--- config.mk ---
export PLATFORM = sky130hd
export DESIGN_NAME = phy_byte_scheduler
export DESIGN_NICKNAME = d
export VERILOG_FILES = /design/src/rtl/phy_pkg.sv /design/src/rtl/phy_word_ser.sv /design/src/rtl/phy_byte_scheduler.sv
export SDC_FILE = /design/constraint.sdc
export NUM_CORES = 1
export LEC_CHECK = 0
export ABC_CLOCK_PERIOD_IN_PS = 5250
export CAP_MARGIN = 20
export CORE_MARGIN = 8
export CORE_UTILIZATION = 30
export DETAILED_ROUTE_END_ITERATION = 10
export GPL_TIMING_DRIVEN = 0
export HOLD_SLACK_MARGIN = 0.08
export PLACE_DENSITY = 0.66
export SLEW_MARGIN = 20
export SYNTH_ARGS = -nofsm -noshare
export SYNTH_HDL_FRONTEND = slang
export SYNTH_HIERARCHICAL = 1
export SYNTH_SLANG_ARGS = --single-unit
--- constraint.sdc ---
create_clock -name clk_4f -period 5.25 [get_ports clk_4f]
set_clock_uncertainty 0.1 [all_clocks]
set_input_delay 1.575 -clock clk_4f [delete_from_list [all_inputs] [get_ports clk_4f]]
set_output_delay 1.575 -clock clk_4f [all_outputs]
set_load 0.01 [all_outputs]
--- src/rtl/phy_pkg.sv ---
// Shared widths, phase/state/source encodings and the byte-select helper
// for the PHY transmit byte scheduler.
package phy_pkg;
  localparam int WORD_W = 32;
  localparam int BYTE_W = 8;

  typedef logic [1:0] phase_t;
  localparam phase_t PH_B3 = 2'd0;
  localparam phase_t PH_B2 = 2'd1;
  localparam phase_t PH_B1 = 2'd2;
  localparam phase_t PH_B0 = 2'd3;

  typedef enum logic {ST_IDLE = 1'b0, ST_SEND = 1'b1} state_t;
  typedef enum logic {SRC_DAT = 1'b0, SRC_CTL = 1'b1} src_t;

  // Phase 0 drives the MSB byte, phase 3 the LSB byte.
  function automatic logic [BYTE_W-1:0] sel_byte(input logic [WORD_W-1:0] w, input phase_t p);
    case (p)
      PH_B3:   sel_byte = w[31:24];
      PH_B2:   sel_byte = w[23:16];
      PH_B1:   sel_byte = w[15:8];
      default: sel_byte = w[7:0];
    endcase
  endfunction
endpackage

--- src/rtl/phy_word_ser.sv ---
// Word hold register, phase counter and registered byte mux; emits one
// byte per clock MSB-first and clears itself after the last byte.
module phy_word_ser
  import phy_pkg::*;
(
  input  logic              clk_i,
  input  logic              rst_ni,
  input  logic              load_i,
  input  logic [WORD_W-1:0] word_i,
  input  logic              adv_i,
  input  logic              hold_i,
  output logic [BYTE_W-1:0] byte_out_o,
  output logic              byte_valid_o,
  output logic              last_o
);
  logic [WORD_W-1:0] word_q, word_d;
  phase_t            phase_q, phase_d;
  logic [BYTE_W-1:0] byte_q, byte_d;
  logic              valid_q, valid_d;

  always_comb begin
    word_d  = word_q;
    phase_d = phase_q;
    byte_d  = byte_q;
    valid_d = valid_q;
    if (load_i) begin
      word_d  = word_i;
      phase_d = PH_B3;
      byte_d  = sel_byte(word_i, PH_B3);
      valid_d = 1'b1;
    end else if (adv_i && !hold_i) begin
      if (phase_q == PH_B0) begin
        phase_d = PH_B3;
        byte_d  = '0;
        valid_d = 1'b0;
      end else begin
        phase_d = phase_t'(phase_q + 2'd1);
        byte_d  = sel_byte(word_q, phase_t'(phase_q + 2'd1));
      end
    end
  end

  always_ff @(posedge clk_i or negedge rst_ni) begin
    if (!rst_ni) begin
      word_q  <= '0;
      phase_q <= PH_B3;
      byte_q  <= '0;
      valid_q <= 1'b0;
    end else begin
      word_q  <= word_d;
      phase_q <= phase_d;
      byte_q  <= byte_d;
      valid_q <= valid_d;
    end
  end

  assign byte_out_o   = byte_q;
  assign byte_valid_o = valid_q;
  assign last_o       = valid_q && (phase_q == PH_B0);
endmodule

--- src/rtl/phy_byte_scheduler.sv ---
// Arbitrates ordered-set and data words onto the single TX byte lane.
// Define PHY_ARB_RR_EN for round-robin grant instead of ctl-first priority.
module phy_byte_scheduler
  import phy_pkg::*;
(
  input  logic              clk_4f,
  input  logic              reset,
  input  logic [WORD_W-1:0] dat_word,
  input  logic              dat_valid,
  output logic              dat_ready,
  input  logic [WORD_W-1:0] ctl_word,
  input  logic              ctl_valid,
  output logic              ctl_ready,
  input  logic              hold,
  output logic [BYTE_W-1:0] byte_out,
  output logic              byte_valid,
  output logic              byte_ctl,
  output logic              busy
);
  state_t state_q;
  logic   byte_ctl_q;
  logic   ser_last, slot_open, ctl_acc, dat_acc, load;

  assign slot_open = !hold && ((state_q == ST_IDLE) || ser_last);

`ifdef PHY_ARB_RR_EN
  logic rr_q;  // 1: ctl preferred on contention
  assign ctl_ready = slot_open && ctl_valid && (!dat_valid || rr_q);
  assign dat_ready = slot_open && dat_valid && (!ctl_valid || !rr_q);
`else
  assign ctl_ready = slot_open && ctl_valid;
  assign dat_ready = slot_open && dat_valid && !ctl_valid;
`endif

  assign ctl_acc = ctl_ready && ctl_valid;
  assign dat_acc = dat_ready && dat_valid;
  assign load    = ctl_acc || dat_acc;

  always_ff @(posedge clk_4f or negedge reset) begin
    if (!reset) begin
      state_q    <= ST_IDLE;
      byte_ctl_q <= SRC_DAT;
    end else if (load) begin
      state_q    <= ST_SEND;
      byte_ctl_q <= ctl_acc ? SRC_CTL : SRC_DAT;
    end else if (!hold && state_q == ST_SEND && ser_last) begin
      state_q    <= ST_IDLE;
      byte_ctl_q <= SRC_DAT;
    end
  end

`ifdef PHY_ARB_RR_EN
  always_ff @(posedge clk_4f or negedge reset) begin
    if (!reset)    rr_q <= 1'b1;
    else if (load) rr_q <= !ctl_acc;
  end
`endif

  phy_word_ser u_ser (
    .clk_i       (clk_4f),
    .rst_ni      (reset),
    .load_i      (load),
    .word_i      (ctl_acc ? ctl_word : dat_word),
    .adv_i       (state_q == ST_SEND),
    .hold_i      (hold),
    .byte_out_o  (byte_out),
    .byte_valid_o(byte_valid),
    .last_o      (ser_last)
  );

  assign byte_ctl = byte_ctl_q;
  assign busy     = (state_q == ST_SEND);
endmodule

==> impl_metrics.py, run 1 <==
metrics = {
    "clock_network": {
        "cts_hold_buf": 0,
        "root_buffer": "clkbuf_8",
        "clkSlewWorstSetupHoldPaths_ns": 0.08,
        "cts_tree": "built",
        "h-tree-depth": 2,
        "ctsLongestPathBuffers": 2,
        "post_cts_buffers": 0,
        "cts_sinks": 45,
        "cts_resized": 0,
        "insertion_delay_ns": 0.30,
        "numCtsBuffers": 5,
    },
    "grt": {
        "grt_pass1_vias": 2072,
        "grt_pass1_wl_mm": 10.6,
        "grt-ovfl-total": 0,
        "grtUsageTotal": 0.115,
        "grt_max_degree": 29,
        "antenna_found_initial": 0,
    },
    "run_status": {
        "run_status": "complete, no violations",
    },
    "power": {
        "seq_power_share": 0.403,
        "total_power_w": 0.00155,
        "clkPwrFrac": 0.135,
        "switching_share": 0.337,
        "p_int_w": 0.00103,
        "power.net_switching_w": 0.000523,
        "ir_worst_vdd_v": 0.000139,
        "power.leakage_nw": 1.58,
        "power.share.combinational": 0.462,
        "powerDensity_nw_per_um2": 428,
    },
    "synthesis": {
        "synth.avg_cell_area_sq_um": 13.2,
        "synth_top_family_by_area": "multiplexers",
        "synth_xor_xnor_area_share": 0,
        "syn_nets": 270,
        "syn_area_sq_um": 2580,
        "synth_top_area_frac": 0.436,
        "synth_cells": 196,
        "synth_compound_area_frac": 0.109,
        "synthSimpleGateAreaFrac": 0.0587,
        "synth_seq_cells": 45,
        "synth_area_leader_cell": "dfrtp_1",
        "ys_top_cells_by_area": "dfrtp_1 (44%), mux2_4 (17%), mux2_2 (15%), a221o_1 (2.7%), ha_1 (2.4%)",
        "yosys.cell_types.count": 28,
        "yosys.area_share.adder": 0.0242,
        "synth.area.mux_share": 0.329,
        "ys_seq_area_frac": 0.436,
        "yosysWarnings": 6,
    },
    "timing": {
        "max_freq_mhz": 201,
        "worstMarginPinSlew_ns": 0.713,
        "rsz0062_at_grt": "no",
        "period_needed_ns": 4.97,
        "fin_crit_sh": 0.946,
        "slew_viol_final": 0,
        "finalSetupTns_ns": 0,
        "slew_headroom": 0.523,
        "setup-violations-final": 0,
        "setup_ws_ns": 0.285,
        "finalHoldViolations": 0,
    },
    "critical_path": {
        "critPathMaxFanout": 10,
        "cp_cell_sequence": "clkdlybuf4s50_1 -> nor2b_4 -> nand2b_4 -> buf_6 -> buf_6 -> inv_1 -> clkdlybuf4s50_1",
        "crit_required_ns": 3.58,
        "cp-start-kind": "input port",
        "slowest_delay_ns": 0.55,
        "arrival_ns": 3.29,
        "critPathCaptureType": "output pin",
        "critical_path_buf_inv_count": 5,
        "path_delay_family": "buffers and inverters",
        "cp_slowest_cell": "clkdlybuf4s50_1",
        "r2r_slack_ns": 2.73,
        "worstSetupPathType": "in2out",
    },
    "drt": {
        "drt-wirelength-per-cell_um": 16.5,
        "route.detailed.drc": 0,
        "drt-pass1-iter-count": 4,
        "antenna_left": 0,
        "vias": 1865,
        "vias_per_cell": 4.73,
        "first_iter_violations": 66,
        "wl_mm": 6.50,
    },
    "layout": {
        "postLayoutCellArea_sq_um": 3630,
        "drive_above_1_share": 0.290,
        "fill_cells": 802,
        "area_delta_synth_final_pct": 40.5,
        "antenna_cells": 0,
        "nNetsFinal": 359,
    },
    "hold_path": {
        "hold_class": "reg2reg",
    },
    "die": {
        "die_x_um": 109,
        "die_y_um": 109,
        "initial_utilization": 0.302,
        "rows": 34,
        "die-area_sq_um": 11800,
        "io_pins": 82,
        "core_area_sq_um": 8550,
    },
    "job": {
        "maxCapViolations": 0,
    },
    "place": {
        "dpl-instance-area_sq_um": 3540,
        "routabilityCongestion": 0.748,
        "preCtsSetupSlack_ns": 0.268,
        "dp_hpwl_mm": 5.13,
        "port_buffers": 81,
    },
}
-- layout by cell type, fill, tap and decap left out, drive strengths merged --
| cell | count |
|---|---|
| dfrtp | 45 |
| a211oi | 8 |
| o211ai | 1 |
| clkdlybuf4s50 | 80 |
| and2 | 1 |
| a22oi | 8 |
| clkbuf | 12 |
| or4b | 1 |
| clkinvlp | 1 |
| a21oi | 9 |
| nand2 | 2 |
| inv | 5 |
| nand2b | 1 |
| a221o | 8 |
| mux2i | 2 |
| nor4 | 1 |
| ha | 5 |
| nor2 | 5 |
| mux2 | 64 |
| nor2b | 11 |
| nor3 | 1 |
| a21o | 1 |
| o21ai | 3 |
| buf | 11 |
-- cell usage after synthesis, drive strengths merged --
library cell	count
a211oi	8
nor2b	11
buf	9
clkbuf	5
dfrtp	45
ha	5
a22oi	8
a221o	8
nor2	5
a21o	1
nand2	2
mux2i	2
inv	5
o21ai	3
nand2b	1
nor4	1
o211ai	1
or4b	1
and2	1
a21oi	9
mux2	64
nor3	1
-- per-stage QoR --
step,hold slack [ns],util,cells
after global routing,0.436,0.424,394
after global placement,0.389,0.412,385
after detailed placement,0.396,0.414,386
final,0.415,0.424,394
after CTS,0.418,0.424,394
after floorplan,0.381,-,196
-- sequential cells by signal, indices dropped and copies added (netlist names) --
register,cells
u_ser/byte_out_o,8
byte_ctl,1
u_ser/word_q,32
busy,1
u_ser/byte_valid_o,1
u_ser/phase_q,2
-- power by group through the flow --
stage | combinational, W | sequential, W | clock (W)
floorplan | 0.000472 | 0.000613 | 0
global placement | 0.000707 | 0.000630 | 0
detailed placement | 0.000724 | 0.000635 | 0
CTS | 0.000726 | 0.000628 | 0.000217
global route | 0.000782 | 0.000650 | 0.000235
finish | 0.000718 | 0.000626 | 0.000209
-- worst paths after layout --
| check | from | endpoint | cells past startpoint |
|---|---|---|---|
| setup / recovery | hold | ctl_ready | 7 |
| hold / removal | u_ser/byte_out_o[0] | u_ser/byte_out_o[0] | 1 |
| setup reg to reg | u_ser/phase_q[0] | u_ser/word_q[30] | 7 |
| hold reg to reg | u_ser/byte_out_o[0] | u_ser/byte_out_o[0] | 1 |
| max in group asynchronous | reset | u_ser/byte_out_o[4] | 2 |
| min in group asynchronous | reset | busy | 1 |
-- worst reg2reg max path, stage by stage (launching register included) --
cell and delay [ns]:
dfrtp_1 0.45, ha_1 0.24, and2_1 0.23, nor2b_4 0.07, nor3_1 0.22, buf_6 0.18, clkbuf_1 0.52, mux2_2 0.41
-- final cells by class --
| class | count | area (sq um) | area share |
|---|---|---|---|
| buffer | 14 | 91.3 | 0.0252 |
| clock buffer | 7 | 76.3 | 0.0210 |
| clock inverter | 1 | 7.51 | 0.00207 |
| inverter | 5 | 18.8 | 0.00518 |
| multi-input combinational | 132 | 1350 | 0.371 |
| sequential | 45 | 1130 | 0.311 |
| tap | 108 | 135 | 0.0373 |
| timing repair buffer | 82 | 826 | 0.228 |
-- routing by layer --
layer | routed length [um] | vias to the layer above | share of wire | track usage
met5 | 0 | - | 0 | 0
met4 | 74 | 0 | 0.011 | 0.0352
met3 | 291 | 5 | 0.045 | 0.0325
met2 | 3360 | 43 | 0.52 | 0.194
met1 | 2770 | 919 | 0.43 | 0.139
li1 | - | 898 | - | -
-- cells by family after synthesis --
logic type      after synthesis
buf+inv                      19
simple gates                 23
flops                        45
fa+ha+maj                     5
compound gates               38
mux                          66
Power figures use the tool's default switching activity.
==> run 2, diff against run 1 <==
Settings changed: ABC_CLOCK_PERIOD_IN_PS 5250 to 4600.
Clock period 5.25 ns to 4.6 ns, I/O delays scaled along.
==> impl_metrics.py, run 2 (synthesis gave the netlist of run 1 again) <==
metrics = {
    "run_status": {
        "run_status": "complete, no violations",
    },
    "drt": {
        "wl_mm": 6.50,
        "drt-pass1-iter-count": 4,
        "vias_per_cell": 4.73,
        "route.detailed.drc": 0,
        "drt-wirelength-per-cell_um": 16.5,
        "first_iter_violations": 66,
        "vias": 1865,
        "antenna_left": 0,
    },
    "die": {
        "initial_utilization": 0.302,
        "die-area_sq_um": 11800,
        "rows": 34,
        "die_y_um": 109,
        "core_area_sq_um": 8550,
        "die_x_um": 109,
        "io_pins": 82,
    },
    "critical_path": {
        "critPathCaptureType": "output pin",
        "worstSetupPathType": "in2out",
        "cp_cell_sequence": "clkdlybuf4s50_1 -> nor2b_4 -> nand2b_4 -> buf_6 -> buf_6 -> inv_1 -> clkdlybuf4s50_1",
        "path_delay_family": "buffers and inverters",
        "cp_slowest_cell": "clkdlybuf4s50_1",
        "critical_path_buf_inv_count": 5,
        "critPathMaxFanout": 10,
        "slowest_delay_ns": 0.53,
        "cp-start-kind": "input port",
        "arrival_ns": 3.02,
        "crit_required_ns": 3.12,
    },
    "layout": {
        "largest_reg_flops": 32,
        "drive_above_1_share": 0.290,
        "antenna_cells": 0,
        "final_util": 0.424,
        "layout_commonest_cell": "clkdlybuf4s50_1",
        "mostFrequentLayoutCells": "clkdlybuf4s50_1 (79), dfrtp_1 (45), mux2_2 (35), mux2_4 (29)",
        "regMostFlops": "u_ser/word_q",
        "area_delta_synth_final_pct": 40.6,
        "nNetsFinal": 359,
        "postLayoutCellArea_sq_um": 3630,
    },
    "power": {
        "ir_worst_vdd_v": 0.000158,
        "power.leakage_nw": 1.59,
        "powerDensity_nw_per_um2": 489,
    },
    "timing": {
        "slew_viol_final": 0,
        "fin_crit_sh": 0.978,
        "finalSetupTns_ns": 0,
        "rsz0062_at_grt": "no",
        "finalHoldViolations": 0,
        "period_needed_ns": 4.50,
        "worstMarginPinSlew_ns": 0.713,
        "timing.hold.ws_ns": 0.415,
        "slew_headroom": 0.523,
        "setup-violations-final": 0,
        "max_freq_mhz": 222,
    },
    "clock_network": {
        "root_buffer": "clkbuf_8",
        "ctsLongestPathBuffers": 2,
        "h-tree-depth": 2,
        "clkSlewWorstSetupHoldPaths_ns": 0.08,
        "cts_tree": "built",
        "cts_hold_buf": 0,
        "cts_sinks": 45,
        "insertion_delay_ns": 0.30,
        "numCtsBuffers": 5,
    },
    "grt": {
        "grt_max_degree": 29,
        "grt_pass1_wl_mm": 10.6,
        "grtUsageTotal": 0.115,
        "antenna_found_initial": 0,
        "grt-ovfl-total": 0,
        "grt_pass1_vias": 2072,
    },
    "place": {
        "port_buffers": 81,
        "dpl-instance-area_sq_um": 3540,
        "routabilityCongestion": 0.748,
        "dp_hpwl_mm": 5.13,
    },
    "hold_path": {
        "hold_class": "reg2reg",
    },
    "job": {
        "maxCapViolations": 0,
    },
}
## run 2: changes by cell type in the layout (fill, tap and decap cells not counted)
cell | previous run | this run
dlymetal6s2s_1 | 0 | 1
clkdlybuf4s50_1 | 80 | 79
## run 2: layout make-up
class	instances	area, sq um
clock inverters	1	7.51
clock buffers	7	76.3
fillers	802	4920
plain buffers	14	91.3
multi-input cells	132	1350
repair buffers	82	828
well taps	108	135
inverters	5	18.8
flip-flops and latches	45	1130
## run 2: worst reg2reg max path, cell delays in order (launching register included)
cell,delay [ns]
dfrtp_1,0.45
ha_1,0.24
and2_1,0.23
nor2b_4,0.07
nor3_1,0.22
buf_6,0.18
clkbuf_1,0.52
mux2_2,0.41
## run 2: routing by layer
| layer | track usage | vias up | routed length [um] |
|---|---|---|---|
| met5 | 0 | - | 0 |
| met4 | 0.0352 | 0 | 74 |
| met3 | 0.0325 | 5 | 291 |
| met2 | 0.194 | 43 | 3360 |
| met1 | 0.139 | 919 | 2770 |
| li1 | - | 898 | - |
## run 2: where the power goes
| group | switching, W | total, W | internal (W) |
|---|---|---|---|
| clock network | 0.000132 | 0.000239 | 0.000108 |
| registers | 0.000124 | 0.000715 | 0.000591 |
| logic | 0.000342 | 0.000819 | 0.000477 |
| total | 0.000597 | 0.00177 | 0.00118 |
## run 2: final timing paths
path / start / to / slack (ns) / depth (start not counted)
setup / recovery: ctl_valid / ctl_ready / 0.10 / 7
hold reg to reg: u_ser/byte_out_o[0] / u_ser/byte_out_o[0] / 0.41 / 1
hold / removal: u_ser/byte_out_o[0] / u_ser/byte_out_o[0] / 0.41 / 1
setup reg to reg: u_ser/phase_q[0] / u_ser/word_q[30] / 2.08 / 7
min in group asynchronous: reset / busy / 0.91 / 1
max in group asynchronous: reset / u_ser/byte_out_o[4] / 3.00 / 2
## run 2: repair_timing
| item | 4_1_cts | 5_1_grt |
|---|---|---|
| endpoints found under the setup margin | 0 | 1 |
| gates resized for setup | 0 | 1 |
| setup buffers | 0 | 0 |
| hold endpoints to repair | 0 | 0 |
## run 2: stage by stage
| stage | cells | power (W) | worst slack (ns) |
|---|---|---|---|
| after floorplan | 196 | 0.00124 | 1.17 |
| after global placement | 385 | 0.00153 | 0.0234 |
| after detailed placement | 386 | 0.00155 | 0.00758 |
| after CTS | 394 | 0.00179 | 0.00773 |
| after global routing | 394 | 0.00190 | 0.0287 |
| final | 394 | 0.00177 | 0.101 |
==> run 3, diff against run 2 <==
Settings changed: CORE_MARGIN 8 to default.
==> impl_metrics.py, run 3 (synthesis gave the netlist of run 1 again) <==
metrics = {
    "timing": {
        "setup-violations-final": 0,
        "slew_headroom": 0.546,
        "setup_ws_ns": 0.0957,
        "slew_viol_final": 0,
        "finalHoldViolations": 0,
        "worstMarginPinSlew_ns": 0.678,
        "fin_crit_sh": 0.979,
        "timing.hold.ws_ns": 0.408,
        "max_freq_mhz": 222,
        "rsz0062_at_grt": "no",
        "finalSetupTns_ns": 0,
        "period_needed_ns": 4.50,
    },
    "critical_path": {
        "cp_cell_sequence": "clkdlybuf4s50_1 -> nor2b_4 -> nand2b_4 -> buf_6 -> buf_6 -> inv_1 -> clkdlybuf4s50_1",
        "cp-start-kind": "input port",
        "slowest_delay_ns": 0.52,
        "arrival_ns": 3.02,
        "cp_slowest_cell": "clkdlybuf4s50_1",
        "critPathMaxFanout": 10,
        "path_delay_family": "buffers and inverters",
        "crit_required_ns": 3.12,
        "critPathCaptureType": "output pin",
        "worstSetupPathType": "in2out",
        "cp_num_cells": 7,
        "critical_path_buf_inv_count": 5,
        "reg2regPathDepth": 7,
    },
    "job": {
        "maxCapViolations": 0,
    },
    "die": {
        "die_x_um": 94.8,
        "die-area_sq_um": 8980,
        "die_y_um": 94.8,
        "core_area_sq_um": 8260,
        "initial_utilization": 0.313,
        "io_pins": 82,
        "rows": 33,
    },
    "drt": {
        "drt-wirelength-per-cell_um": 15.6,
        "vias": 1888,
        "route.detailed.drc": 0,
        "wl_mm": 6.11,
        "vias_per_cell": 4.83,
        "drt-pass1-iter-count": 4,
        "antenna_left": 0,
        "first_iter_violations": 93,
    },
    "run_status": {
        "run_status": "complete, no violations",
    },
    "hold_path": {
        "hold_class": "reg2reg",
        "hold_depth": 1,
    },
    "power": {
        "power.leakage_nw": 1.61,
        "powerDensity_nw_per_um2": 504,
        "ir_worst_vdd_v": 0.000187,
    },
    "clock_network": {
        "cts_sinks": 45,
        "numCtsBuffers": 5,
        "h-tree-depth": 2,
        "cts_tree": "built",
        "insertion_delay_ns": 0.30,
        "clkSlewWorstSetupHoldPaths_ns": 0.08,
        "root_buffer": "clkbuf_8",
        "ctsLongestPathBuffers": 2,
        "cts_hold_buf": 0,
    },
    "layout": {
        "layout_commonest_cell": "clkdlybuf4s50_1",
        "antenna_cells": 0,
        "mostFrequentLayoutCells": "clkdlybuf4s50_1 (79), dfrtp_1 (45), mux2_2 (35), mux2_4 (29)",
        "regMostFlops": "u_ser/word_q",
        "nNetsFinal": 359,
        "postLayoutCellArea_sq_um": 3660,
        "area_delta_synth_final_pct": 41.8,
        "largest_reg_flops": 32,
        "drive_above_1_share": 0.297,
        "final_cells": 391,
    },
    "place": {
        "dpl-instance-area_sq_um": 3540,
        "dp.cells": 383,
        "preCtsSetupSlack_ns": 0.0125,
        "dp_hpwl_mm": 4.63,
        "routabilityCongestion": 0.762,
        "port_buffers": 81,
    },
    "grt": {
        "grt_pass1_vias": 1891,
        "grtUsageTotal": 0.144,
        "antenna_found_initial": 0,
        "grt-ovfl-total": 0,
        "grt_max_degree": 30,
        "grt_pass1_wl_mm": 9.56,
    },
}
## run 3: power by group
part | internal (W) | leakage [nW] | switching (W)
clock | 0.000177 | 0.0574 | 0.000137
combinational | 0.000477 | 1.01 | 0.000342
sequential | 0.000591 | 0.543 | 0.000121
## run 3: timing repair
item	CTS	global route
resized for setup	0	1
endpoints found under the setup margin	0	1
buffers inserted	0	0
## run 3: worst paths after layout
kind | start | end | slack, ns
setup / recovery | ctl_valid | ctl_ready | 0.1
max in group asynchronous | reset | u_ser/word_q[20] | 3.01
hold reg to reg | u_ser/byte_valid_o | u_ser/byte_valid_o | 0.41
min in group asynchronous | reset | u_ser/byte_out_o[3] | 0.89
hold / removal | u_ser/byte_valid_o | u_ser/byte_valid_o | 0.41
setup reg to reg | u_ser/phase_q[0] | u_ser/word_q[28] | 2.08
## run 3: area by class of cell
class	count	area, sq um
fillers	799	4600
flip-flops and latches	45	1130
clock buffers	6	82.6
clock inverters	2	37.5
plain buffers	14	91.3
inverters	5	18.8
multi-input cells	132	1350
repair buffers	82	828
well taps	105	131
## run 3: metrics by stage
step                utilization  power, W
floorplan                     -   0.00124
global placement          0.427   0.00152
detailed placement        0.428   0.00155
CTS                       0.443   0.00187
global route              0.443   0.00197
finish                    0.443   0.00184
## run 3: per-layer routing
layer | vias to the layer above | GRT usage | wire [um]
li1 | 899 | - | -
met1 | 918 | 0.180 | 2540
met2 | 64 | 0.247 | 3090
met3 | 7 | 0.0322 | 384
met4 | 0 | 0.0442 | 91
met5 | - | 0 | 0
